$ cat src/rtl/sonar_scheduler_pkg.sv
// Shared types and helpers for the sonar channel scheduler.
package sonar_scheduler_pkg;

  typedef enum logic [2:0] {
    IDLE,
    TRIG,
    WAIT_ECHO,
    MEASURE,
    STORE,
    GAP
  } state_t;

  // Bit positions inside rd_flags / result file flags
  localparam int FLAG_VALID   = 1;
  localparam int FLAG_TIMEOUT = 0;

  function automatic int ch_width(input int n);
    return (n > 1) ? $clog2(n) : 1;
  endfunction

  function automatic int max3(input int a, input int b, input int c);
    int m;
    m = (a > b) ? a : b;
    return (m > c) ? m : c;
  endfunction

endpackage

$ cat src/rtl/sonar_scheduler_pulse_measure.sv
// Echo width measurer: counts PREDIV-cycle ticks while pulse is high, saturating
// at MAXV-1, and strobes the width one cycle after the falling edge. No reset.
module sonar_scheduler_pulse_measure #(
  parameter int PREDIV = 50,
  parameter int MAXV   = 32768,
  localparam int CNT_W = $clog2(MAXV),
  localparam int PRE_W = (PREDIV > 1) ? $clog2(PREDIV) : 1
) (
  input  logic             clk,
  input  logic             pulse,
  output logic             strobe,
  output logic [CNT_W-1:0] width
);

  logic             prev;
  logic [PRE_W-1:0] pre, pre_base;
  logic [CNT_W-1:0] cnt, cnt_base;
  logic             rise, fall;

  assign rise = pulse & ~prev;
  assign fall = prev & ~pulse;

  // A new pulse restarts both counters from zero in its first high cycle
  always_comb begin
    pre_base = rise ? '0 : pre;
    cnt_base = rise ? '0 : cnt;
  end

  always_ff @(posedge clk) begin
    prev   <= pulse;
    strobe <= fall;
    if (fall) width <= cnt;
    if (pulse) begin
      if (pre_base == PRE_W'(PREDIV - 1)) begin
        pre <= '0;
        cnt <= (cnt_base == CNT_W'(MAXV - 1)) ? cnt_base : cnt_base + 1'b1;
      end else begin
        pre <= pre_base + 1'b1;
        cnt <= cnt_base;
      end
    end
  end

endmodule

$ cat src/rtl/sonar_scheduler.sv
// Round-robin trigger/echo sequencer for CHANNELS sonars sharing one width
// measurer, with a per-channel result file readable combinationally.
module sonar_scheduler
  import sonar_scheduler_pkg::*;
#(
  parameter int CHANNELS       = 4,
  parameter int TRIG_CYCLES    = 500,
  parameter int PREDIV         = 50,
  parameter int MAXV           = 32768,
  parameter int TIMEOUT_CYCLES = 1500000,
  parameter int GAP_CYCLES     = 50000,
  localparam int CH_W  = ch_width(CHANNELS),
  localparam int CNT_W = $clog2(MAXV)
) (
  input  logic                clk,
  input  logic                reset,
  input  logic                enable,
  input  logic [CHANNELS-1:0] echo_in,
  output logic [CHANNELS-1:0] trig_out,
  output logic                busy,
  output logic [CH_W-1:0]     cur_ch,
  output logic                result_stb,
  output logic [CH_W-1:0]     result_ch,
  output logic [CNT_W-1:0]    result_value,
  output logic                result_timeout,
  output logic                scan_done,
  input  logic [CH_W-1:0]     rd_sel,
  output logic [CNT_W-1:0]    rd_value,
  output logic [1:0]          rd_flags
);

  localparam int CTR_W = $clog2(max3(TRIG_CYCLES, TIMEOUT_CYCLES, GAP_CYCLES));

  state_t              state, state_n;
  logic [CHANNELS-1:0] sync1, sync2, echo_prev;
  logic [CTR_W-1:0]    ctr, ctr_val;
  logic                ctr_load;
  logic                armed, arm_set, arm_clr;
  logic                res_load, res_to;
  logic [CNT_W-1:0]    res_val;
  logic                ch_adv, last_ch;
  logic                echo_cur, echo_rise, meas_in, meas_stb;
  logic [CNT_W-1:0]    meas_width;
  logic [CNT_W-1:0]    file_value [CHANNELS];
  logic [1:0]          file_flags [CHANNELS];

  assign echo_cur  = sync2[cur_ch];
  assign echo_rise = echo_cur & ~echo_prev[cur_ch];
  assign meas_in   = echo_cur & armed;
  assign last_ch   = (cur_ch == CH_W'(CHANNELS - 1));

  assign busy       = (state != IDLE);
  assign result_stb = (state == STORE);
  assign result_ch  = cur_ch;
  assign scan_done  = result_stb & last_ch;

  always_comb begin
    trig_out = '0;
    if (state == TRIG) trig_out[cur_ch] = 1'b1;
  end

  sonar_scheduler_pulse_measure #(.PREDIV(PREDIV), .MAXV(MAXV)) u_measure (
    .clk   (clk),
    .pulse (meas_in),
    .strobe(meas_stb),
    .width (meas_width)
  );

  always_comb begin
    state_n  = state;
    ctr_load = 1'b0;
    ctr_val  = '0;
    arm_set  = 1'b0;
    arm_clr  = 1'b0;
    res_load = 1'b0;
    res_val  = '0;
    res_to   = 1'b0;
    ch_adv   = 1'b0;
    case (state)
      IDLE: if (enable) begin
        state_n  = TRIG;
        ctr_load = 1'b1;
        ctr_val  = CTR_W'(TRIG_CYCLES - 1);
      end
      TRIG: if (ctr == '0) begin
        state_n  = WAIT_ECHO;
        ctr_load = 1'b1;
        ctr_val  = CTR_W'(TIMEOUT_CYCLES - 1);
      end
      WAIT_ECHO: begin
        if (echo_rise) begin
          state_n = MEASURE;
          arm_set = 1'b1;
        end else if (ctr == '0) begin
          state_n  = STORE;
          arm_clr  = 1'b1;
          res_load = 1'b1;
          res_val  = CNT_W'(MAXV - 1);
          res_to   = 1'b1;
        end
      end
      // A real width wins over a timeout landing on the same cycle
      MEASURE: begin
        if (meas_stb) begin
          state_n  = STORE;
          arm_clr  = 1'b1;
          res_load = 1'b1;
          res_val  = meas_width;
        end else if (ctr == '0) begin
          state_n  = STORE;
          arm_clr  = 1'b1;
          res_load = 1'b1;
          res_val  = CNT_W'(MAXV - 1);
          res_to   = 1'b1;
        end
      end
      STORE: begin
        state_n  = GAP;
        ctr_load = 1'b1;
        ctr_val  = CTR_W'(GAP_CYCLES - 1);
      end
      GAP: if (ctr == '0) begin
        ch_adv = 1'b1;
        if (enable) begin
          state_n  = TRIG;
          ctr_load = 1'b1;
          ctr_val  = CTR_W'(TRIG_CYCLES - 1);
        end else begin
          state_n = IDLE;
        end
      end
      default: state_n = IDLE;
    endcase
  end

  always_ff @(posedge clk) begin
    if (reset) begin
      state          <= IDLE;
      sync1          <= '0;
      sync2          <= '0;
      echo_prev      <= '0;
      ctr            <= '0;
      armed          <= 1'b0;
      cur_ch         <= '0;
      result_value   <= '0;
      result_timeout <= 1'b0;
      for (int i = 0; i < CHANNELS; i++) begin
        file_value[i] <= '0;
        file_flags[i] <= '0;
      end
    end else begin
      state     <= state_n;
      sync1     <= echo_in;
      sync2     <= sync1;
      echo_prev <= sync2;
      if (ctr_load) ctr <= ctr_val;
      else if (ctr != '0) ctr <= ctr - 1'b1;
      if (arm_clr) armed <= 1'b0;
      else if (arm_set) armed <= 1'b1;
      if (res_load) begin
        result_value   <= res_val;
        result_timeout <= res_to;
      end
      if (ch_adv) cur_ch <= last_ch ? '0 : cur_ch + 1'b1;
      if (state == STORE) begin
        for (int i = 0; i < CHANNELS; i++) begin
          if (cur_ch == CH_W'(i)) begin
            file_value[i]               <= result_value;
            file_flags[i][FLAG_VALID]   <= 1'b1;
            file_flags[i][FLAG_TIMEOUT] <= result_timeout;
          end
        end
      end
    end
  end

  // Addresses with no matching channel read as zero
  always_comb begin
    rd_value = '0;
    rd_flags = '0;
    for (int i = 0; i < CHANNELS; i++) begin
      if (rd_sel == CH_W'(i)) begin
        rd_value = file_value[i];
        rd_flags = file_flags[i];
      end
    end
  end

endmodule

$ cat config.mk
export PLATFORM = sky130hd
export DESIGN_NAME = sonar_scheduler
export DESIGN_NICKNAME = d
export VERILOG_FILES = /design/src/rtl/sonar_scheduler_pkg.sv /design/src/rtl/sonar_scheduler_pulse_measure.sv /design/src/rtl/sonar_scheduler.sv
export SDC_FILE = /design/constraint.sdc
export NUM_CORES = 1
export LEC_CHECK = 0
export CORE_UTILIZATION = 61
export CTS_BUF_LIST = sky130_fd_sc_hd__clkbuf_16
export CTS_CLUSTER_DIAMETER = 80
export DETAILED_ROUTE_END_ITERATION = 10
export PLACE_DENSITY_LB_ADDON = 0.12
export SLEW_MARGIN = 20
export SYNTH_ARGS = -nofsm -noshare
export SYNTH_HDL_FRONTEND = slang
export SYNTH_SLANG_ARGS = --single-unit
$ cat constraint.sdc
create_clock -name clk -period 9 [get_ports clk]
set_clock_uncertainty 0.1 [all_clocks]
set_input_delay 0.9 -clock clk [delete_from_list [all_inputs] [get_ports clk]]
set_output_delay 0.9 -clock clk [all_outputs]
set_load 0.05 [all_outputs]
Yosys cells after proc, flatten, opt, wreduce, memory -nomap -nowiden

Memories as Yosys holds them, arrays and structs flattened.
Index checks and enable logic that the tools add are counted.

Input bits: 9
Bits in registers: 93
Word-level logic and storage cells: 148
Memories: 2
Output and inout port bits: 44
Memory bits (writable): 68

Memories:

| memory     | words | width | read ports | clocked after Yosys merged registers in | wr ports | line                  | RTL |
|---|---|---|---|---|---|---|---|
| file_value | 4     | 15    | 4          | 0                                       | 4        | sonar_scheduler.sv:44 | `logic [CNT_W-1:0] file_value [CHANNELS];` |
| file_flags | 4     | 2     | 4          | 0                                       | 4        | sonar_scheduler.sv:45 | `logic [1:0] file_flags [CHANNELS];` |

Add/sub/neg operators: 4
Magnitude comparators: 2
Mux-type cells: 80
Equality and inequality tests: 16
Reductions and logical operators: 10
Bitwise gates (word level): 20

Operators by type and width:

| cell                                                                  | number |
|---|---|
| 15-bit two-way mux                                                    | 14 |
| 21-bit case mux with 4 select lines                                   | 1 |
| 21-bit two-way mux                                                    | 3 |
| 1-bit two-way mux                                                     | 39 |
| 15-bit case mux with 2 select lines                                   | 1 |
| 21-bit zero test                                                      | 1 |
| 21-bit nonzero test                                                   | 1 |
| 21-bit by 1-bit subtractor with 21-bit output, second input constant  | 1 |
| 3-bit two-way mux                                                     | 6 |
| 9-bit two-way mux                                                     | 2 |
| 3-bit case mux with 6 select lines                                    | 1 |
| 15-bit by 1-bit adder with 15-bit output, second input constant       | 1 |
| 15-bit equality test, second input constant                           | 1 |
| 1-bit bitwise OR                                                      | 12 |
| 2-bit two-way mux                                                     | 5 |
| 2-bit equality test, second input constant                            | 4 |
| 6-bit by 1-bit adder with 6-bit output, second input constant         | 1 |
| 3-bit by 2-bit equality test with 1-bit output, second input constant | 2 |
| 3-bit equality test, second input constant                            | 2 |
| 6-bit equality test, second input constant                            | 1 |
| 6-bit two-way mux                                                     | 1 |
| 1-bit bitwise AND                                                     | 5 |
| 1-bit binary-select mux with 2-bit select                             | 2 |
| 2-bit by 1-bit equality test with 1-bit output, second input constant | 2 |
| other kinds (18)                                                      | 23 |

Longest topological paths before layout

Depth in word-level cells: 8
Mapped depth: 11
Gate-level depth less buffers: 11

Hierarchy

Synthesis repeated with hierarchy kept, for this count alone.

Cells, all modules: 608
Area, all modules: 7319.5 µm²

Modules (own cells, without submodules):

| module                        | area an instance (µm²) | seq. area each (µm²) | times used | cells an instance |
|---|---|---|---|---|
| sonar_scheduler               | 5496.5                 | 3113.0               | 1          | 460 |
| sonar_scheduler_pulse_measure | 1823.0                 | 1121.1               | 1          | 148 |

Worst setup path after synthesis

Ideal clock, no wire load.

Kind: input to output
Start point: in rd_sel[0]
End point: out rd_value[10]
Cell stages on the path: 3
Path slack: 5396 ps
Path buffers: 2
Arrival time: 2604 ps
Required time: 8000 ps
Cell sequence: clkbuf_1 > buf_1 > mux4_2

Word-level cells in the longest chain between the ends: 5
Elaborated cells on any way between the ends: 8
Those cells by class: eq/ne: 3; mux: 4; reduce/logical: 1

Ends and longest elaborated chain:

| what                             | line                   | RTL |
|---|---|---|
| start, declared                  | sonar_scheduler.sv:27  | `input logic [CH_W-1:0] rd_sel,` |
| 2-bit zero test                  | sonar_scheduler.sv:182 | `if (rd_sel == CH_W'(i)) begin` |
| 15-bit two-way mux (3 in series) | sonar_scheduler.sv:182 |  |
| 15-bit two-way mux (*)           | sonar_scheduler.sv:182 |  |
| end, declared                    | sonar_scheduler.sv:28  | `output logic [CNT_W-1:0] rd_value,` |

Every way passes the cells marked *; elsewhere a longest branch is shown, timed or not.

Final worst setup path

Start point: in rd_sel[1]
End point: out rd_value[11]

The elaborated chain is that of the path after synthesis.

==> out/results.ini <==
[die]
num_rows=39
die_w_um=110
die_h_um=110
start_util_pct=62.5
ios=53
die_area_um2=12100
core-area_um2=11400

[logic_synthesis]
syn_avg_cell_area_um2=12.2
syn_area_um2=7130
synth_ff_type=edfxtp_1
synth_area_leaders=edfxtp_1 (43%), dfxtp_1 (17%), mux4_2 (6.0%), and3_1 (4.5%), xnor2_1 (2.7%)
synth_nets=604
yosys_warnings=0
synth-seq-area-share_pct=59.4
ys_seq_elements=161
ys_types=52
syn_inst=587
synth_top_cell_by_area=edfxtp_1
synthTopCellsByCount=edfxtp_1 (101), dfxtp_1 (60), and3_1 (51), nor2_1 (39), nand2_1 (29)
synth.top_cell.area_share_pct=42.5
synth_most_common_cell=edfxtp_1
async_flop_share_pct=0
synth-edff-count=101

[clock_network]
clk_pin_slew_ns=0.06
postCtsHoldBufs=0
cts_made_buffers=17
clock-sinks=161
cts.repair.resized=0
post-cts-setup-buffer-count=0
ctsRootBufferMaster=clkbuf_16
clk_latency_ns=0.42
cts_tree=built
htreeDepth=4
cts_max_path_buffers=2

[placed_design]
place.port_buffers=52
placedCellCount=751
hpwl_um=9570
place_ws_ns=4.49
gp_congestion=0.932
placed_area_um2=7700

[setup_path]
crit_fanout=17
critPathSlowestCell=clkdlybuf4s50_1
cp_cell_sequence=clkdlybuf4s50_1 -> mux4_2 -> clkdlybuf4s50_1
rrSetupSlack_ns=5.45
worstSetupEndpointType=output pin
rr_startpoint=cur_ch[0]
crit_buf_inv=2
cp.arrival_ns=3.05
r2r-end=u_measure.cnt[12]
critPathTopFamily=buffers and inverters
worstSetupPathType=input port to output pin
startpoint_type=input port
crit_top_cell=clkdlybuf4s50_1
rr_worst_depth=11
cp_slowest_stage_delay_ns=0.98
cp.required_ns=8.00

[finish]
antenna_cells=0
area_growth_pct=16.2
fillers=760
fin_nets=644
register_area_um2=4230
instances_no_fill=783
multi_input_area_um2=2680
postLayoutCellArea_um2=8290
drive_gt1_share_pct=10.5

[power_and_ir_drop]
leakagePower_nw=3.17
seqPwrFrac_pct=48.4
p_sw_mw=0.409
pwr-share-clk_pct=41.7
p_int_mw=1.29
worst_ir_drop_vdd_mv=0.255
switching_share_pct=24.1
p_per_area_nw_per_um2=205
comb_power_share_pct=10.0

[global_route]
busiest_layer=met2
met3_usage_pct=8.05
grt_usage_pct=26.2
use_met1_pct=34.7
use_met2_pct=41.8
grt_pass1_vias=4520
grt_pass1_wl_um=23400
grt-ovfl-total=0
antenna_found_initial=0
grt_max_degree=49

[routing]
drt_pass1_iterations=5
postRouteAntennaNets=0
via_per_inst=6.13
post_drt_wl_per_cell_um=18.8
drt-total-wl_um=14700
drt_iter0_markers=390
drc=0
via_count=4797

[timing]
slew_headroom_pct=36.6
hold_viol_final=0
rsz0062_at_grt=false
min_period_ns=4.05
worst_pin_slew_ns=0.951
setup_ws_ns=4.95
fin_tns_setup_ns=0
setup_viol=0
final.period_utilization_pct=45.0
slew_violations=0
fmax_mhz=247

[status]
status=finished, final reports clean

[hold_path]
min_to=sync2[1]
min-delay-path-class=flip-flop to flip-flop
hp-start=sync1[1]
holdPathStages=1

[flow_run]
drv_cap=0

==> registers in the layout, summed over array words and instances, names as in the netlist, 2 cells and up <==
name and cells:
file_flags 8, cur_ch 2, file_value 60, u_measure.pre 6, state 3, u_measure.width 15
echo_prev 4, result_value 15, sync1 4, u_measure.cnt 15, sync2 4, ctr 21
==> power by group through the flow <==
stage | registers [mW] | clock network [mW] | logic, mW
after floorplan | 0.830 | 0 | 0.132
after global placement | 0.834 | 0 | 0.161
after detailed placement | 0.836 | 0 | 0.166
after CTS | 0.821 | 0.713 | 0.168
after global routing | 0.823 | 0.745 | 0.183
final | 0.821 | 0.707 | 0.169
==> worst max path at each step <==
stage | endpoint | slack [ns] | cells after the start | startpoint
6_report | rd_value[11] | 4.95 | 3 | rd_sel[1]
5_1_grt | rd_value[8] | 4.85 | 3 | rd_sel[1]
4_1_cts | rd_value[11] | 4.46 | 3 | rd_sel[0]
3_5_place_dp | rd_value[9] | 4.49 | 3 | rd_sel[0]
3_3_place_gp | rd_value[4] | 4.56 | 3 | rd_sel[0]
2_1_floorplan | rd_value[10] | 5.40 | 3 | rd_sel[0]
==> logic make-up after synthesis <==
| kind of cell | after synthesis | synth area share [%] |
|---|---|---|
| xor+xnor | 28 | 3.44 |
| flops | 161 | 59.4 |
| mux | 22 | 6.42 |
| buf+inv | 50 | 3.09 |
| fa+ha+maj | 8 | 1.40 |
| simple gates | 237 | 18.5 |
| compound gates | 81 | 7.75 |
==> area by class of cell <==
class                   count  area share (%)
well taps                 143            2.16
repair buffers             57            6.67
flip-flops and latches    161            51.1
multi-input cells         376            32.4
clock inverters            14            1.63
clock buffers              18            5.44
inverters                  14           0.634
==> layer usage <==
layer / up-vias / wire length (um) / share of wire [%]
li1: 2261 / - / -
met1: 2327 / 6270 / 43
met2: 188 / 7110 / 48
met3: 21 / 1170 / 7.9
met4: 0 / 178 / 1.2
met5: - / 0 / 0
==> through the flow <==
step	hold WS, ns	utilization (%)	power (mW)
final	0.335	72.6	1.70
after global routing	0.348	72.6	1.75
after CTS	0.339	72.6	1.70
after detailed placement	0.324	67.5	1.00
after global placement	0.320	67.5	0.995
after floorplan	0.314	-	0.962
==> cells in the final DEF (no fill, tap or decap), types with 3 or more instances in the layout <==
cell             netlist  final
a21oi_1               22     22
nand2b_1               4      4
inv_1                 12     13
nand3_1                9      9
nand4_1                5      5
nor2_1                39     38
buf_4                  2      5
clkdlybuf4s50_1        0     51
edfxtp_1             101    101
a221o_1               14     14
or2_2                  6      6
xnor2_1               22     22
nor3b_1                3      3
nor2b_1               19     19
nor3_1                20     20
nand2_1               29     29
and3_1                51     51
a31oi_1                4      4
dfxtp_1               60     60
xor2_1                 6      6
mux4_2                19     19
and2_1                23     23
clkinv_1               2      3
or4_1                  7      7
ha_1                   8      8
clkinv_2               0      4
or3_1                  6      6
o31ai_1                4      4
o21a_1                 4      4
nor4_1                 7      7
clkbuf_16              0     18
mux2i_1                3      3
o21ai_0               17     17
(Power assumes the default switching activity.)
